==> config.mk <==
export PLATFORM = sky130hd
export DESIGN_NAME = framebuffer_arbiter
export DESIGN_NICKNAME = d
export VERILOG_FILES = /design/src/rtl/framebuffer_arbiter.sv
export SDC_FILE = /design/constraint.sdc
export NUM_CORES = 1
export LEC_CHECK = 0
export ABC_AREA = 1
export BUFFER_PORTS_ARGS = -buffer_cell sky130_fd_sc_hd__buf_2
export CAP_MARGIN = 10
export CORE_UTILIZATION = 45
export DETAILED_ROUTE_END_ITERATION = 8
export MAX_ROUTING_LAYER = met4
export PLACE_DENSITY_LB_ADDON = 0.1
export RECOVER_POWER = 100
export SYNTH_ARGS = -nofsm -noshare
export SYNTH_HDL_FRONTEND = slang
export SYNTH_SLANG_ARGS = --single-unit
==> constraint.sdc <==
create_clock -name CLOCK_50 -period 2.1 [get_ports CLOCK_50]
set_clock_uncertainty 0.05 [all_clocks]
set_input_delay 0.21 -clock CLOCK_50 [delete_from_list [all_inputs] [get_ports CLOCK_50]]
set_output_delay 0.21 -clock CLOCK_50 [all_outputs]
set_load 0.02 [all_outputs]
==> src/rtl/framebuffer_arbiter.sv <==
// rtl/framebuffer_arbiter.sv - double-buffered framebuffer port arbiter (display read, clear, render write)
module framebuffer_arbiter #(
    parameter int COLOR_W = 30,
    parameter int H_PIX   = 320,
    parameter int V_PIX   = 240
) (
    input  logic               CLOCK_50,
    input  logic               resetn,
    input  logic               disp_req,
    input  logic [8:0]         disp_x,
    input  logic [7:0]         disp_y,
    output logic [COLOR_W-1:0] disp_data,
    output logic               disp_valid,
    input  logic               wr_valid,
    output logic               wr_ready,
    input  logic [8:0]         wr_x,
    input  logic [7:0]         wr_y,
    input  logic [COLOR_W-1:0] wr_data,
    input  logic               swap_req,
    input  logic               frame_start,
    output logic               swap_pending,
    output logic               front_buf,
    input  logic               clear_req,
    input  logic [COLOR_W-1:0] clear_color,
    output logic               clear_busy,
    output logic [17:0]        mem_addr,
    output logic               mem_we,
    output logic [COLOR_W-1:0] mem_wdata,
    input  logic [COLOR_W-1:0] mem_rdata
);

    localparam logic [9:0]  H_LIM    = 10'(H_PIX);
    localparam logic [8:0]  V_LIM    = 9'(V_PIX);
    localparam logic [16:0] H_MUL    = 17'(H_PIX);
    localparam logic [16:0] LAST_PIX = 17'(H_PIX * V_PIX - 1);

    typedef enum logic {
        ST_IDLE,
        ST_CLEAR
    } state_t;

    state_t             state_q, state_d;
    logic [16:0]        cnt_q, cnt_d;
    logic [COLOR_W-1:0] color_q, color_d;
    logic               front_q;
    logic               pend_q;
    logic               rd_pend_q;
    logic               rd_oob_q;
    logic               disp_valid_q;
    logic [COLOR_W-1:0] disp_data_q;

    logic               disp_in_range;
    logic               wr_in_range;
    logic [16:0]        disp_off;
    logic [16:0]        wr_off;

    assign disp_in_range = ({1'b0, disp_x} < H_LIM) && ({1'b0, disp_y} < V_LIM);
    assign wr_in_range   = ({1'b0, wr_x} < H_LIM) && ({1'b0, wr_y} < V_LIM);
    assign disp_off      = 17'(disp_y) * H_MUL + 17'(disp_x);
    assign wr_off        = 17'(wr_y) * H_MUL + 17'(wr_x);

    assign clear_busy    = (state_q == ST_CLEAR);
    assign wr_ready      = resetn & ~disp_req & ~clear_busy;
    assign front_buf     = front_q;
    assign swap_pending  = pend_q;
    assign disp_valid    = disp_valid_q;
    assign disp_data     = disp_data_q;

    // Clear FSM state, fill counter and latched fill colour
    always_ff @(posedge CLOCK_50 or negedge resetn) begin
        if (!resetn) begin
            state_q <= ST_IDLE;
            cnt_q   <= '0;
            color_q <= '0;
        end else begin
            state_q <= state_d;
            cnt_q   <= cnt_d;
            color_q <= color_d;
        end
    end

    // Single-port grant (display > clear > render) and clear FSM next state
    always_comb begin
        state_d   = state_q;
        cnt_d     = cnt_q;
        color_d   = color_q;
        mem_addr  = '0;
        mem_we    = 1'b0;
        mem_wdata = '0;
        if (disp_req) begin
            // out-of-range reads leave the port idle; the pipeline returns zero
            if (disp_in_range) begin
                mem_addr = {front_q, disp_off};
            end
        end else if (state_q == ST_CLEAR) begin
            mem_we    = 1'b1;
            mem_addr  = {~front_q, cnt_q};
            mem_wdata = color_q;
            if (cnt_q == LAST_PIX) begin
                state_d = ST_IDLE;
                cnt_d   = '0;
            end else begin
                cnt_d = cnt_q + 17'd1;
            end
        end else if (wr_valid && wr_ready && wr_in_range) begin
            mem_we    = 1'b1;
            mem_addr  = {~front_q, wr_off};
            mem_wdata = wr_data;
        end
        if (state_q == ST_IDLE && clear_req) begin
            state_d = ST_CLEAR;
            cnt_d   = '0;
            color_d = clear_color;
        end
    end

    // Two-stage display read pipeline: address cycle, then capture of mem_rdata
    always_ff @(posedge CLOCK_50 or negedge resetn) begin
        if (!resetn) begin
            rd_pend_q    <= 1'b0;
            rd_oob_q     <= 1'b0;
            disp_valid_q <= 1'b0;
            disp_data_q  <= '0;
        end else begin
            rd_pend_q    <= disp_req;
            rd_oob_q     <= ~disp_in_range;
            disp_valid_q <= rd_pend_q;
            if (rd_pend_q) begin
                disp_data_q <= rd_oob_q ? '0 : mem_rdata;
            end
        end
    end

    // Swap request latch; the flip waits for vblank and for any clear to finish
    always_ff @(posedge CLOCK_50 or negedge resetn) begin
        if (!resetn) begin
            front_q <= 1'b0;
            pend_q  <= 1'b0;
        end else if (frame_start && pend_q && !clear_busy) begin
            front_q <= ~front_q;
            pend_q  <= 1'b0;
        end else if (swap_req) begin
            pend_q  <= 1'b1;
        end
    end

endmodule

# [After elaboration in Yosys (flattened, before gate mapping)]
# Cells that the tools add are included.
[classes] n_addsub=3 mul=2 magnitude_cmp=4 n_eq_ne=2 muxes=21 n_bitwise=6 reduce_logical=11
[ops] op="30-bit two-way mux" count=4
[ops] op="18-bit two-way mux" count=4
[ops] op="17-bit two-way mux" count=4
[ops] op="17-bit by 9-bit adder with 17-bit output" count=2
[ops] op="8-bit by 3-bit multiplier with 11-bit output (second input constant)" count=2
[ops] op="9-bit < comparator (second input constant)" count=2
[ops] op="17-bit by 1-bit adder with 17-bit output (second input constant)" count=1
[ops] op="17-bit equality test (second input constant)" count=1
[ops] op="8-bit < comparator (second input constant)" count=2
[ops] op="1-bit two-way mux" count=9
[ops] op="1-bit logical AND" count=7
[ops] op="1-bit inverter" count=4
[ops] op="2-bit nonzero test" count=2
[ops] op="1-bit AND" count=2
[ops] op="2-bit by 1-bit inequality test with 1-bit output (second input constant)" count=1
[ops] op="2-bit AND reduction" count=1
[ops] op="1-bit zero test" count=1
[totals] register_bits=83 input_bits=131 word_cells=58

# [Depth between registers and ports, before layout]
[depth] depth_word=8 depth_mapped=14

# [Worst setup path before layout]
# Ideal clock, no wire load.
[synth_path] path_type="input port to output port" startpoint="input wr_y[1]" endpoint="output mem_addr[15]" arrival_ns=2.156 t_required_ns=1.840 slack_ns=-0.316 cell_stages=11 n_path_buf=0 path_cell_list="ha_1 ha_1 fa_1 nand2_1 nor2_1 nand2_1 a21oi_1 nand3_1 o21ai_0 nand3_1 nand3_1"
[synth_between] elab_chain_cells=6 elab_cells_between_ends=8 classes_between="1 x add/sub; 1 x mul; 1 x order compare; 3 x mux; 2 x reduce/logical"
[synth_lines] item="start: declaration" line="17" source="input logic [7:0] wr_y,"
[synth_lines] item="parallel branches: the longest is 3 deep, another holds 17-bit by 9-bit adder with 17-bit output"
[synth_lines] item="18-bit two-way mux (*)" line="105" source="end else if (wr_valid && wr_ready && wr_in_range) begin"
[synth_lines] item="18-bit two-way mux (*)" line="95" source="end else if (state_q == ST_CLEAR) begin"
[synth_lines] item="18-bit two-way mux (*)" line="90" source="if (disp_req) begin"
[synth_lines] item="end: declaration" line="26" source="output logic [17:0] mem_addr,"
# Every way passes the cells marked *.

# [Worst setup path in the final report]
[layout_path] startpoint="input disp_y[3]" endpoint="output mem_addr[15]"
[layout_between] elab_chain_cells=4 elab_cells_between_ends=6 classes_between="1 x add/sub; 1 x mul; 1 x order compare; 2 x mux; 1 x reduce/logical"
[layout_lines] item="start: declaration" line="11" source="input logic [7:0] disp_y,"
[layout_lines] item="8-bit by 3-bit multiplier with 11-bit output or 8-bit < comparator (tied branches)" line="59, 57"
[layout_lines] item="17-bit by 9-bit adder with 17-bit output or 1-bit logical AND (tied branches)" line="59, 57"
[layout_lines] item="18-bit two-way mux (*)" line="92" source="if (disp_in_range) begin"
[layout_lines] item="18-bit two-way mux (*)" line="90"
# Every way passes the cells marked *; elsewhere a longest branch is shown, timed or not.

==> results.md <==
* Static leakage at between 3 and 4 nW
* Share of layout cells above drive strength 1 at 0.386
* Sum of overflow across all layers after global routing at 0
* Skew-Pair Late Insertion Delay at 340 ps
* Combinational family with the most area after synthesis: simple AND/OR/NAND/NOR gates
* Library cells used by synthesis at 42
* Clock transition at the registers of the reported paths at 60 ps
* Layout fillers at 980
* Full die area at roughly 12000 um2
* Fin nets at between 1000 and 1500
* Post-detailed-placement half-perimeter wirelength at between 10000 and 15000 um
* Setup Slack @ Placement at -538 ps
* Wire length of the first global-routing pass at approximately 26000 um
* Peak supply drop at between 0.6 and 0.7 mV
* Number of instances in the synthesized netlist at around 650
* Count of final hold-check violations at 0
* Power per cell area at roughly 760 nW/um2
* Max capacitance violation total at 0
* Simple-gate area share of the yosys netlist at 0.221
* Final WS setup at -437 ps
* Vias at roughly 5700
* Maximum level of the CTS H-tree at 3
* Final setup violation count at 11
* WHS at about 53 ps
* Global placement routability congestion at ~0.91
* Time the worst path needs with I/O delays and setup at 2540 ps
* Residual antenna-violating net count after detailed routing at 0
* Number of buffer cells added on primary ports at around 210
* Library cell occupying the most area in the post-synthesis netlist: sky130_fd_sc_hd__dfrtp_1
* Class of the most critical hold timing path: input port to flip-flop
* Number of cells on the worst reg-to-reg path at 5
* Most numerous cell in the Yosys netlist: sky130_fd_sc_hd__nand2_1
* Required time of the critical path at between 1500 and 2000 ps
* Sequential fraction of the synthesis area at 0.389
* Post-cts hold buffer count at 0
* Vertical extent of the die at around 110 um
* Initial Util at 0.465
* Post-DR wirelength/cell at roughly 16 um
* Most used flip-flop cell after synthesis: sky130_fd_sc_hd__dfrtp_1
* Number of flops mapped to enable cells by yosys at 0
* Core area at about 11000 um2
* Startpoint of the worst-slack reg-to-reg timing path: clear_busy
* Synth top cells by count: sky130_fd_sc_hd__nand2_1, sky130_fd_sc_hd__dfrtp_1, sky130_fd_sc_hd__inv_1
* Pin count of the biggest net entering global routing at 84
* Actual slew at the worst max-slew pin at approximately 1100 ps
* Number of synthesis warnings at 0
* Start point of the critical path: disp_y[3]
* Area growth from synthesis to final layout at 48.1%
* Slew Viols, Final at 0
* Nature of the critical path endpoint: output port
* Fraction of the mapped netlist area in compound gates at 0.144
* Critical Path End: mem_addr[15]
* Share of the cycle needed by the critical path after routing at 1.21
* Combined flip-flop and latch cell area at between 2000 and 2500 um2
* Number of global-route vias before repair at between 5000 and 6000
* Arrival time worst endpoint at between 2000 and 2500 ps
* Longest Clk Path Bufs at 2
* Mux cell area share after synthesis at 0.0633
* Area share of the largest cell type after synthesis at 0.389
* Run status: finished with violations
* Starting DRC count in detailed routing at 347
* Wire length after detailed routing at roughly 17000 um
* I/O pin cnt at ~220
* Register bit count reported by yosys at 83
* Clk sink count at between 80 and 90
* Antenna cells at 0
* Average vias per placed instance at 5.34
* Cell area after synthesis at between 5000 and 6000 um2
* Post-synthesis share of cell area spent on full adders, half adders and majority gates at 0.0877
* Combined area of the multi-input logic cells at between 3000 and 4000 um2
* Clock root buffer: sky130_fd_sc_hd__clkbuf_16
* CTS Buf Count at 9
* Clock tree from TritonCTS: built
* Critical register-to-register path endpoint: color_q[5]
* Number of core rows at 39
* Max_slew headroom at 0.252
* Post-Synth XOR/XNOR Area at 0.0164
* Sum of negative setup slack at -2250 ps
* R2r setup slk at 160 ps
* Syn avg cell area at roughly 8 um2
* All-layer global routing usage at 0.276
* Number of remaining DRC errors at 0
* Post-Synthesis Net Count at ~810
* Max frequency at roughly 390 MHz
* Failing checks: negative setup slack
* Overall die width at around 110 um
* Worst setup path category: input port to output port
* Synth area leaders: sky130_fd_sc_hd__dfrtp_1, sky130_fd_sc_hd__nand2_1, sky130_fd_sc_hd__ha_1, sky130_fd_sc_hd__nand3_1, sky130_fd_sc_hd__mux2_2
* RSZ-0062 raised after global routing: true
* Maximum fanout encountered on the critical timing path at 2
* Nature of the critical path startpoint: input port
* Antenna violations before repair at 0
* Async SR Flop Fraction at 1.00
* Pre-antenna DRT Iters at 5
cell usage in the layout, fill, tap and decap left out, types with 4 or more instances in the layout:
cell / Yosys / final
sky130_fd_sc_hd__ha_4: 0 / 14
sky130_fd_sc_hd__a22oi_1: 8 / 8
sky130_fd_sc_hd__nand2_1: 138 / 124
sky130_fd_sc_hd__nand2_2: 1 / 15
sky130_fd_sc_hd__buf_2: 8 / 129
sky130_fd_sc_hd__o21ai_1: 8 / 10
sky130_fd_sc_hd__a22o_1: 30 / 30
sky130_fd_sc_hd__o22ai_1: 5 / 5
sky130_fd_sc_hd__buf_4: 0 / 64
sky130_fd_sc_hd__nand3_1: 73 / 61
sky130_fd_sc_hd__xor2_1: 6 / 6
sky130_fd_sc_hd__clkbuf_16: 0 / 11
sky130_fd_sc_hd__o211ai_1: 4 / 4
sky130_fd_sc_hd__nand3_2: 1 / 11
sky130_fd_sc_hd__a21oi_1: 10 / 7
sky130_fd_sc_hd__buf_6: 0 / 35
sky130_fd_sc_hd__nor2_2: 3 / 6
sky130_fd_sc_hd__dfrtp_1: 83 / 83
sky130_fd_sc_hd__clkbuf_1: 14 / 39
sky130_fd_sc_hd__nand4_1: 9 / 9
sky130_fd_sc_hd__nor2_1: 22 / 17
sky130_fd_sc_hd__mux2_2: 30 / 30
sky130_fd_sc_hd__fa_1: 4 / 4
sky130_fd_sc_hd__o21ai_0: 44 / 42
sky130_fd_sc_hd__inv_1: 83 / 83
sky130_fd_sc_hd__ha_1: 31 / 16
worst min path at each step:
stage,startpoint,slack [ps],cells past startpoint,to
after floorplan,resetn,-140,0,clear_busy
after global placement,disp_req,390,1,rd_pend_q
after detailed placement,disp_req,390,1,rd_pend_q
after CTS,disp_req,30,1,rd_pend_q
after global routing,clear_color[28],50,2,color_q[28]
final,clear_color[21],50,2,color_q[21]
power by group:
group	internal, W	total (W)	switching (W)
Clock	0.000820	0.00141	0.000593
Sequential	0.00195	0.00222	0.000264
Combinational	0.00113	0.00239	0.00126
worst max-delay path, cell delays in order:
cell,delay [ps]
sky130_fd_sc_hd__buf_8,100
sky130_fd_sc_hd__ha_4,240
sky130_fd_sc_hd__ha_4,160
sky130_fd_sc_hd__fa_1,510
sky130_fd_sc_hd__nand2_1,80
sky130_fd_sc_hd__nor2_1,90
sky130_fd_sc_hd__nand2_1,90
sky130_fd_sc_hd__nand2_1,90
sky130_fd_sc_hd__nand2_1,60
sky130_fd_sc_hd__nor2_1,100
sky130_fd_sc_hd__nand2_1,80
sky130_fd_sc_hd__o21bai_1,160
sky130_fd_sc_hd__nand3_1,110
sky130_fd_sc_hd__nand3_2,80
sky130_fd_sc_hd__buf_6,110
layout make-up:
class,count,area share
tap,143,0.0227
clock inverter,2,0.00174
timing repair buffer,278,0.235
clock buffer,12,0.0312
sequential,83,0.263
inverter,85,0.0413
multi-input combinational,456,0.405
per-layer routing:
metal,global-route usage,wire (um),vias up
met5,-,0,-
met4,0.0844,320,0
met3,0.0498,937,27
met2,0.442,8220,185
met1,0.356,7390,2704
li1,-,-,2741
flip-flops by register name, indices dropped and copies added (netlist names):
register,count
cnt_q,17
disp_valid,1
disp_data,30
swap_pending,1
front_buf,1
rd_pend_q,1
rd_oob_q,1
color_q,30
clear_busy,1
metrics by stage:
| stage | cell area (um2) | utilization | cells | power, W |
|---|---|---|---|---|
| floorplan | 5410 | - | 647 | 0.00350 |
| detailed placement | 6960 | 0.607 | 1030 | 0.00431 |
| global route | 7900 | 0.689 | 1059 | 0.00637 |
| CTS | 7520 | 0.656 | 1051 | 0.00584 |
| global placement | 6960 | 0.607 | 1030 | 0.00427 |
| finish | 7900 | 0.689 | 1059 | 0.00602 |
kinds of logic (layout without fill, tap and decap cells):
group           Yosys count  in the layout
fa+ha+maj                35             35
xor+xnor                 10             10
simple gates            263            263
flops                    83             83
buf+inv                 108            377
mux                      30             30
compound gates          118            118
repair_timing:
item,4_1_cts,5_1_grt
pin swaps,37,11
setup endpoints to repair,46,48
resized for setup,51,96
setup buffers,6,5
gates cloned,1,4
Note: power is estimated with default switching activity, not from simulation.
